## src/rtl/chip8_sprite_engine_if.sv

```systemverilog
// Bundles the draw command, sprite-memory read port, framebuffer row port and
// status of the CHIP-8 sprite engine; master is the engine, slave is the core.
interface chip8_sprite_engine_if #(
  parameter int DISP_W = 64,
  parameter int DISP_H = 32,
  parameter int ADDR_W = 12
);
  localparam int YW = $clog2(DISP_H);

  logic              start;
  logic [7:0]        x;
  logic [7:0]        y;
  logic [3:0]        n;
  logic [ADDR_W-1:0] base_addr;
  logic              wrap_mode;
  logic              hires16;

  logic [ADDR_W-1:0] mem_addr;
  logic              mem_rd_en;
  logic [7:0]        mem_rdata;

  logic [YW-1:0]     fb_row_addr;
  logic              fb_rd_en;
  logic [DISP_W-1:0] fb_row_rdata;
  logic              fb_we;
  logic [DISP_W-1:0] fb_row_wdata;

  logic              busy;
  logic              done;
  logic [7:0]        vf;
  logic [4:0]        collision_rows;

  modport master (
    input  start, x, y, n, base_addr, wrap_mode, hires16,
    input  mem_rdata, fb_row_rdata,
    output mem_addr, mem_rd_en, fb_row_addr, fb_rd_en, fb_we, fb_row_wdata,
    output busy, done, vf, collision_rows
  );

  modport slave (
    output start, x, y, n, base_addr, wrap_mode, hires16,
    output mem_rdata, fb_row_rdata,
    input  mem_addr, mem_rd_en, fb_row_addr, fb_rd_en, fb_we, fb_row_wdata,
    input  busy, done, vf, collision_rows
  );
endinterface

```

## src/rtl/chip8_sprite_engine.sv

```systemverilog
// Multi-cycle DXYN / DXY0 sprite draw: fetches sprite bytes, read-modify-writes
// one framebuffer row per sprite line with XOR and collision reporting.
module chip8_sprite_engine #(
  parameter int DISP_W = 64,
  parameter int DISP_H = 32,
  parameter int ADDR_W = 12
) (
  input logic                   instruction_clk,
  input logic                   rst,
  chip8_sprite_engine_if.master bus
);
  localparam int XW = $clog2(DISP_W);
  localparam int YW = $clog2(DISP_H);

  localparam logic [2:0] S_IDLE   = 3'd0;
  localparam logic [2:0] S_FETCH0 = 3'd1;
  localparam logic [2:0] S_FETCH1 = 3'd2;
  localparam logic [2:0] S_MERGE  = 3'd3;
  localparam logic [2:0] S_DONE   = 3'd4;

  logic [2:0]        r_state;
  logic [XW-1:0]     r_x;
  logic [YW-1:0]     r_y;
  logic [ADDR_W-1:0] r_base;
  logic              r_wrap;
  logic              r_wide;
  logic [4:0]        r_rows;
  logic [4:0]        r_row;
  logic [7:0]        r_hi;
  logic [DISP_W-1:0] r_old;
  logic              r_coll;
  logic [4:0]        r_coll_rows;

  logic              w_wide;
  logic [4:0]        w_rows;
  logic [5:0]        w_row_off;
  logic [ADDR_W-1:0] w_line_addr;
  logic [YW-1:0]     w_fb_row;
  logic [15:0]       w_sprite;
  logic [DISP_W-1:0] w_top;
  logic [2*DISP_W-1:0] w_dbl;
  logic [DISP_W-1:0] w_line;
  logic [DISP_W-1:0] w_old;
  logic              w_hit;
  logic [4:0]        w_next_row;
  logic [7:0]        w_next_abs;
  logic              w_clip_next;
  logic              w_last;
  logic              w_unused;

  assign w_wide      = bus.hires16 && (bus.n == 4'd0);
  assign w_rows      = w_wide ? 5'd16 : {1'b0, bus.n};
  assign w_row_off   = r_wide ? {r_row, 1'b0} : {1'b0, r_row};
  assign w_line_addr = r_base + ADDR_W'(w_row_off);
  assign w_fb_row    = r_y + YW'(r_row);

  // Sprite line left-aligned at column 0, then moved to column x; the doubled
  // vector turns the right shift into a rotate for wrap mode.
  assign w_sprite = r_wide ? {r_hi, bus.mem_rdata} : {bus.mem_rdata, 8'h00};
  assign w_top    = {w_sprite, {(DISP_W-16){1'b0}}};
  assign w_dbl    = {w_top, w_top} >> r_x;
  assign w_line   = r_wrap ? w_dbl[DISP_W-1:0] : (w_top >> r_x);

  // 16-wide lines spend an extra cycle fetching, so the old row was captured.
  assign w_old = r_wide ? r_old : bus.fb_row_rdata;
  assign w_hit = |(w_old & w_line);

  assign w_next_row  = r_row + 5'd1;
  assign w_next_abs  = 8'(r_y) + {3'b000, w_next_row};
  assign w_clip_next = !r_wrap && (w_next_abs >= 8'(DISP_H));
  assign w_last      = (w_next_row == r_rows) || w_clip_next;

  assign w_unused = ^{bus.x[7:XW], bus.y[7:YW]};

  always_ff @(posedge instruction_clk or posedge rst) begin
    if (rst) begin
      r_state     <= S_IDLE;
      r_x         <= '0;
      r_y         <= '0;
      r_base      <= '0;
      r_wrap      <= 1'b0;
      r_wide      <= 1'b0;
      r_rows      <= '0;
      r_row       <= '0;
      r_hi        <= '0;
      r_old       <= '0;
      r_coll      <= 1'b0;
      r_coll_rows <= '0;
    end else begin
      case (r_state)
        S_IDLE: begin
          if (bus.start) begin
            r_x         <= bus.x[XW-1:0];
            r_y         <= bus.y[YW-1:0];
            r_base      <= bus.base_addr;
            r_wrap      <= bus.wrap_mode;
            r_wide      <= w_wide;
            r_rows      <= w_rows;
            r_row       <= '0;
            r_coll      <= 1'b0;
            r_coll_rows <= '0;
            r_state     <= (w_rows == 5'd0) ? S_DONE : S_FETCH0;
          end
        end
        S_FETCH0: r_state <= r_wide ? S_FETCH1 : S_MERGE;
        S_FETCH1: begin
          r_hi    <= bus.mem_rdata;
          r_old   <= bus.fb_row_rdata;
          r_state <= S_MERGE;
        end
        S_MERGE: begin
          if (w_hit) begin
            r_coll      <= 1'b1;
            r_coll_rows <= r_coll_rows + 5'd1;
          end
          r_row   <= w_next_row;
          r_state <= w_last ? S_DONE : S_FETCH0;
        end
        S_DONE:  r_state <= S_IDLE;
        default: r_state <= S_IDLE;
      endcase
    end
  end

  always_comb begin
    bus.mem_addr     = '0;
    bus.mem_rd_en    = 1'b0;
    bus.fb_row_addr  = '0;
    bus.fb_rd_en     = 1'b0;
    bus.fb_we        = 1'b0;
    bus.fb_row_wdata = '0;
    bus.done         = 1'b0;
    case (r_state)
      S_FETCH0: begin
        bus.mem_addr    = w_line_addr;
        bus.mem_rd_en   = 1'b1;
        bus.fb_row_addr = w_fb_row;
        bus.fb_rd_en    = 1'b1;
      end
      S_FETCH1: begin
        bus.mem_addr  = w_line_addr + ADDR_W'(1);
        bus.mem_rd_en = 1'b1;
      end
      S_MERGE: begin
        bus.fb_row_addr  = w_fb_row;
        bus.fb_we        = 1'b1;
        bus.fb_row_wdata = w_old ^ w_line;
      end
      S_DONE:  bus.done = 1'b1;
      default: ;
    endcase
  end

  assign bus.busy           = (r_state == S_FETCH0) || (r_state == S_FETCH1) ||
                              (r_state == S_MERGE);
  assign bus.vf             = {7'b0000000, r_coll};
  assign bus.collision_rows = r_coll_rows;
endmodule

```

## src/flat_wrapper.sv

```systemverilog
// flat-port wrapper written by rule: the top's interface ports become plain ports
module chip8_sprite_engine_flat 
#(
  parameter int DISP_W = 64,
  parameter int DISP_H = 32,
  parameter int ADDR_W = 12
)
  (instruction_clk, rst, bus_start, bus_x, bus_y, bus_n, bus_base_addr, bus_wrap_mode, bus_hires16, bus_mem_rdata, bus_fb_row_rdata, bus_mem_addr, bus_mem_rd_en, bus_fb_row_addr, bus_fb_rd_en, bus_fb_we, bus_fb_row_wdata, bus_busy, bus_done, bus_vf, bus_collision_rows);
  chip8_sprite_engine_if #(.DISP_W(DISP_W), .DISP_H(DISP_H), .ADDR_W(ADDR_W)) bus_i ();
  input logic instruction_clk;
  input logic rst;
  input wire logic [$bits(bus_i.start)-1:0] bus_start;
  input wire logic [$bits(bus_i.x)-1:0] bus_x;
  input wire logic [$bits(bus_i.y)-1:0] bus_y;
  input wire logic [$bits(bus_i.n)-1:0] bus_n;
  input wire logic [$bits(bus_i.base_addr)-1:0] bus_base_addr;
  input wire logic [$bits(bus_i.wrap_mode)-1:0] bus_wrap_mode;
  input wire logic [$bits(bus_i.hires16)-1:0] bus_hires16;
  input wire logic [$bits(bus_i.mem_rdata)-1:0] bus_mem_rdata;
  input wire logic [$bits(bus_i.fb_row_rdata)-1:0] bus_fb_row_rdata;
  output wire logic [$bits(bus_i.mem_addr)-1:0] bus_mem_addr;
  output wire logic [$bits(bus_i.mem_rd_en)-1:0] bus_mem_rd_en;
  output wire logic [$bits(bus_i.fb_row_addr)-1:0] bus_fb_row_addr;
  output wire logic [$bits(bus_i.fb_rd_en)-1:0] bus_fb_rd_en;
  output wire logic [$bits(bus_i.fb_we)-1:0] bus_fb_we;
  output wire logic [$bits(bus_i.fb_row_wdata)-1:0] bus_fb_row_wdata;
  output wire logic [$bits(bus_i.busy)-1:0] bus_busy;
  output wire logic [$bits(bus_i.done)-1:0] bus_done;
  output wire logic [$bits(bus_i.vf)-1:0] bus_vf;
  output wire logic [$bits(bus_i.collision_rows)-1:0] bus_collision_rows;
  assign bus_i.start = bus_start;
  assign bus_i.x = bus_x;
  assign bus_i.y = bus_y;
  assign bus_i.n = bus_n;
  assign bus_i.base_addr = bus_base_addr;
  assign bus_i.wrap_mode = bus_wrap_mode;
  assign bus_i.hires16 = bus_hires16;
  assign bus_i.mem_rdata = bus_mem_rdata;
  assign bus_i.fb_row_rdata = bus_fb_row_rdata;
  assign bus_mem_addr = bus_i.mem_addr;
  assign bus_mem_rd_en = bus_i.mem_rd_en;
  assign bus_fb_row_addr = bus_i.fb_row_addr;
  assign bus_fb_rd_en = bus_i.fb_rd_en;
  assign bus_fb_we = bus_i.fb_we;
  assign bus_fb_row_wdata = bus_i.fb_row_wdata;
  assign bus_busy = bus_i.busy;
  assign bus_done = bus_i.done;
  assign bus_vf = bus_i.vf;
  assign bus_collision_rows = bus_i.collision_rows;
  chip8_sprite_engine #(.DISP_W(DISP_W), .DISP_H(DISP_H), .ADDR_W(ADDR_W)) u_core (.instruction_clk(instruction_clk), .rst(rst), .bus(bus_i));
endmodule
```

## config.mk

```make
export PLATFORM = sky130hd
export DESIGN_NAME = chip8_sprite_engine_flat
export DESIGN_NICKNAME = d
export VERILOG_FILES = /design/src/rtl/chip8_sprite_engine_if.sv /design/src/rtl/chip8_sprite_engine.sv /design/src/flat_wrapper.sv
export SDC_FILE = /design/constraint.sdc
export NUM_CORES = 1
export LEC_CHECK = 0
export BUFFER_PORTS_ARGS = -buffer_cell sky130_fd_sc_hd__buf_2
export CORE_ASPECT_RATIO = 1.25
export CORE_MARGIN = 1
export CORE_UTILIZATION = 57
export CTS_BUF_LIST = sky130_fd_sc_hd__clkbuf_8
export DETAILED_ROUTE_END_ITERATION = 16
export PLACE_DENSITY = 0.83
export SLEW_MARGIN = 20
export SYNTH_ARGS = -nofsm -noshare
export SYNTH_HDL_FRONTEND = slang
export SYNTH_SLANG_ARGS = --single-unit
```

## constraint.sdc

```tcl
create_clock -name instruction_clk -period 5.1 [get_ports instruction_clk]
set_input_delay 0.51 -clock instruction_clk [delete_from_list [all_inputs] [get_ports instruction_clk]]
set_output_delay 0.51 -clock instruction_clk [all_outputs]
set_load 0.02 [all_outputs]
```

After elaboration in Yosys (flattened, before gate mapping). Cells that the tools add are included. Widths: inputs -> output; s select.

Input port bits: 109. Memory bits (read-only): 0. RAM bits: 0. Memories: 0. Flip-flop bits (word level): 116. Word-level logic and storage cells: 70. Latch bits: 0.

Divide/modulo/power cells: 0. $lt $le $gt $ge: 1. Multipliers: 0. Reductions and logical operators: 16. Add/sub/neg operators: 6. Mux-type cells: 24. Equal/unequal tests: 7. Bitwise operators: 2. Shifts and indexed selects: 2.

Operator list (count): $mux 64 (3); $shr 128x6->64 (1); $and 64x64->64 (1); $reduce_or 64->1 (1); $shr 64x6->64 (1); $xor 64x64->64 (1); $pmux 12 s2 (1); $mux 5 (4); $pmux 5 s2 (2); $mux 16 (1); $add 12x1->12 const B (1); $add 12x6->12 (1); $pmux 3 s4 (1); $add 5x1->5 const B (2); $mux 3 (3); $ge 8x6->1 const B (1); $mux 1 (7); $add 5x5->6 (1); $eq 3x2->1 const B (2); $mux 6 (1); $add 5x5->5 (1); $eq 5x5->1 (1); $logic_not 5->1 (1); $logic_not 4->1 (1); other kinds (13) (18).

Depth between registers and ports, before layout.
Depth in word-level cells: 7. Depth in mapped cells: 16.

Worst setup path after synthesis. OpenSTA, ideal clock, no wires.

Path kind: flip-flop to output port. Start: register, netlist name u_core.r_rows[4]. End: output bus_mem_addr[11]. Stages on the path, launching flop included: 15. Required time: 4.590 ns. Arrival: 3.857 ns. Setup slack: 0.733 ns. Buffers on the path: 6. Cells stage by stage: dfrtp_1 > clkbuf_2 > buf_6 > clkbuf_8 > clkbuf_1 > clkbuf_1 > mux2_2 > fa_1 > a211o_1 > a211oi_1 > and3b_1 > clkbuf_1 > o21ba_2 > a31oi_1 > o31ai_1.

RTL lines: to (decl) (RTL line flat_wrapper.sv:21) `output wire logic [$bits(bus_i.mem_addr)-1:0] bus_mem_addr;`.

==> impl_results.md <==
- Status: finished clean
- Most common cell after layout, fill and taps aside: nand2_1
- Internal power: 4.06 mW
- Critical Path Sink Type: primary output
- Initial Utilization: 58.8%
- CP startpoint kind: flop
- Syn avg cell area: 8.64 um^2
- Main combinational cell family by area after synthesis: simple AND/OR/NAND/NOR gates
- Minimum clock period: 4.79 ns
- # fillers: 1403
- CP Data Required Time: 4.59 ns
- Number of max-cap violations: 0
- Hold WC Path Type: in -> async
- Sw frac: 51.2%
- Rel. slew slack: 45.8%
- Routed len/inst: 18.5 um
- Synthesized-area fraction occupied by and/or/nand/nor cells: 23.7%
- Die H: 147 um
- Post-route DRC: 0
- # setup viols final: 0
- Final WL: 28.0 mm
- Via count: 9052
- # IOs: 208
- Cts hold-fix bufs: 0
- Gp weighted congestion: 1.02
- DR vias/cell: 5.98
- Max clock buf depth: 2
- Largest cells by area after synthesis: dfrtp_1, mux2_2, ha_1
- Clk network pwr share: 10.5%
- Mux cell area share after synthesis: 17.0%
- Yosys reg bits: 115
- Final setup TNS: 0 ns
- Die X: 118 um
- Compound-Gate Fraction of Synth Area: 10.6%
- CTS tree: yes
- # rows: 52
- Root buf cell: clkbuf_8
- 1st-pass router iterations: 5
- P&R area growth vs syn: 15.2%
- Vias in the first global route: 8725
- VDD IR max: 0.618 mV
- Worst Skew: 0.00773 ns
- Worst Max-Slew Pin Slew: 0.812 ns
- Postcts setup bufs: 0
- CTS sink count: 115
- Top-area cell type share of the netlist area: 29.8%
- Routed Antenna Nets: 0
- Final clock period utilization by the worst path: 93.8%
- Main synth FF type: dfrtp_1
- Switching component of the power: 4.25 mW
- Die Area: 17400 um^2
- Setup WS post-layout: 0.314 ns
- Core Region: 16400 um^2
- Fin. max-slew vios: 0
- Register area share after synthesis: 29.8%
- CP max FO: 42
- CP arrival: 4.28 ns
- Post-synth EDFFs: 0
- Synth Instances: 1116
- Comb pwr share: 67.7%
- Layout cells sized above 1: 29.1%
- NumNets Final: 1478
- Synth Cell Area: 9650 um^2
- Largest net degree at the start of global routing: 78
- Peak Freq: 0.209 GHz
- Final Hold Violating Endpoints: 0
- Post-synthesis adder-cell area fraction: 11.2%
- Initial antenna violation count: 1
- RSZ-0062 raised after global routing: false
- Pre-CTS setup slack: 0.557 ns
- # H-tree levels: 4
- DRT iter0 DRCs: 779
- CTS resizes: 0
- Cell taking the most area after synthesis: dfrtp_1
- Async SR Flop Fraction: 100%
- Tot GR Track Use: 32.7%
- Post-DP HPWL: 21.0 mm
- Yosys warnings: 0
- Cts bufs inserted: 17
- First-pass GRT wire length: 44.4 mm
- Clk_lat worst skew: 0.45 ns
- Clk slew on worst S/H paths: 0.07 ns
- Power Dens Cells: 748 nW/um^2
- Post-Synth XOR/XNOR Area: 2.27%
- Synth unique cells: 70
- Most frequent cells in the layout: nand2_1, buf_2, dfrtp_1
- WS Path Type: reg -> out
- P_leak: 5.83 nW
- Power, Total: 8.31 mW
- Seq pwr share: 21.8%
- Total gr overflow: 0
- Count of input and output buffers: 195
## synth_stat cells, types with 5 or more instances
cell type and number:
mux2_2 103, nor3_1 8, dfrtp_1 115, a211oi_1 5, buf_4 8, xor2_1 10, and2_1 13, a21o_1 8
nor3b_1 7, o32ai_1 5, buf_1 7, o21ai_0 47, clkbuf_8 8, nand4_1 8, clkbuf_1 50, inv_1 22
a21oi_1 21, ha_1 83, o21a_1 7, xnor2_1 15, nand3_1 23, mux2i_1 16, nor2_1 51, nor4_1 18
mux4_2 8, nand2_1 274, and3_1 70, o22ai_1 31
## power groups by stage
stage,clock (mW),combinational [mW],sequential [mW]
4_1_cts,0.885,5.57,1.80
3_5_place_dp,0,5.53,1.81
3_3_place_gp,0,5.40,1.78
2_1_floorplan,0,4.10,1.63
6_report,0.873,5.63,1.81
5_1_grt,0.928,6.10,1.87
## metal layers
| metal | up-vias | routed length (um) | GRT usage (%) |
|---|---|---|---|
| met1 | 4333 | 11200 | 39.9 |
| met3 | 84 | 1560 | 5.48 |
| met4 | 0 | 1340 | 17.8 |
| met5 | - | 0 | 0 |
| li1 | 4274 | - | - |
| met2 | 361 | 13900 | 55.1 |
## registers in the layout, indices dropped and copies added, names as in the netlist
signal,flops
u_core.r_row,5
u_core.r_x,6
u_core.r_base,12
u_core.r_state,3
u_core.bus.collision_rows,5
u_core.r_hi,8
u_core.r_coll,1
u_core.r_y,5
u_core.r_wrap,1
u_core.r_rows,5
u_core.r_old,64
## cells by family after synthesis
group / after synthesis
simple gates: 495
compound gates: 158
mux: 133
flops: 115
buf+inv: 104
fa+ha+maj: 85
xor+xnor: 25
other cells: 1
## critical path, cell delays in order (launching register included)
cell and delay, ns:
dfrtp_4 0.60, buf_4 0.52, mux2_2 0.42, fa_1 0.42
a211o_1 0.32, a21oi_1 0.28, xnor2_1 0.29, nand4_1 0.22
o21a_1 0.21, o32ai_1 0.29, buf_2 0.23
## cell type report
class / instances / area, um^2 / share of cell area (%)
multi-input cells: 903 / 6280 / 56.6
well taps: 216 / 270 / 2.43
clock buffers: 18 / 248 / 2.23
inverters: 25 / 98.8 / 0.890
diodes: 1 / 2.50 / 0.0225
flip-flops and latches: 115 / 2880 / 25.9
clock inverters: 13 / 145 / 1.31
repair buffers: 222 / 1180 / 10.6
## per-stage QoR
stage	std cells	util (%)	area, um^2	hold WS, ns
2_1_floorplan	1122	-	9670	0.440
3_3_place_gp	1481	65.3	10700	0.451
3_5_place_dp	1481	65.3	10700	0.458
4_1_cts	1512	67.7	11100	0.227
5_1_grt	1513	67.8	11100	0.217
6_report	1513	67.8	11100	0.163
## worst paths after layout
kind | start | to | slack, ns | cells past startpoint
hold reg to reg | u_core.r_old[28] | u_core.r_old[28] | 0.47 | 2
setup reg to reg | u_core.r_x[0] | u_core.bus.collision_rows[2] | 0.34 | 16
max in group asynchronous | rst | u_core.r_old[41] | 3.92 | 3
setup / recovery | u_core.r_rows[4] | bus_mem_addr[8] | 0.31 | 10
hold / removal | rst | u_core.r_base[2] | 0.16 | 2
min in group instruction_clk | bus_base_addr[8] | u_core.r_base[8] | 0.25 | 3
Power figures use the tool's default switching activity.
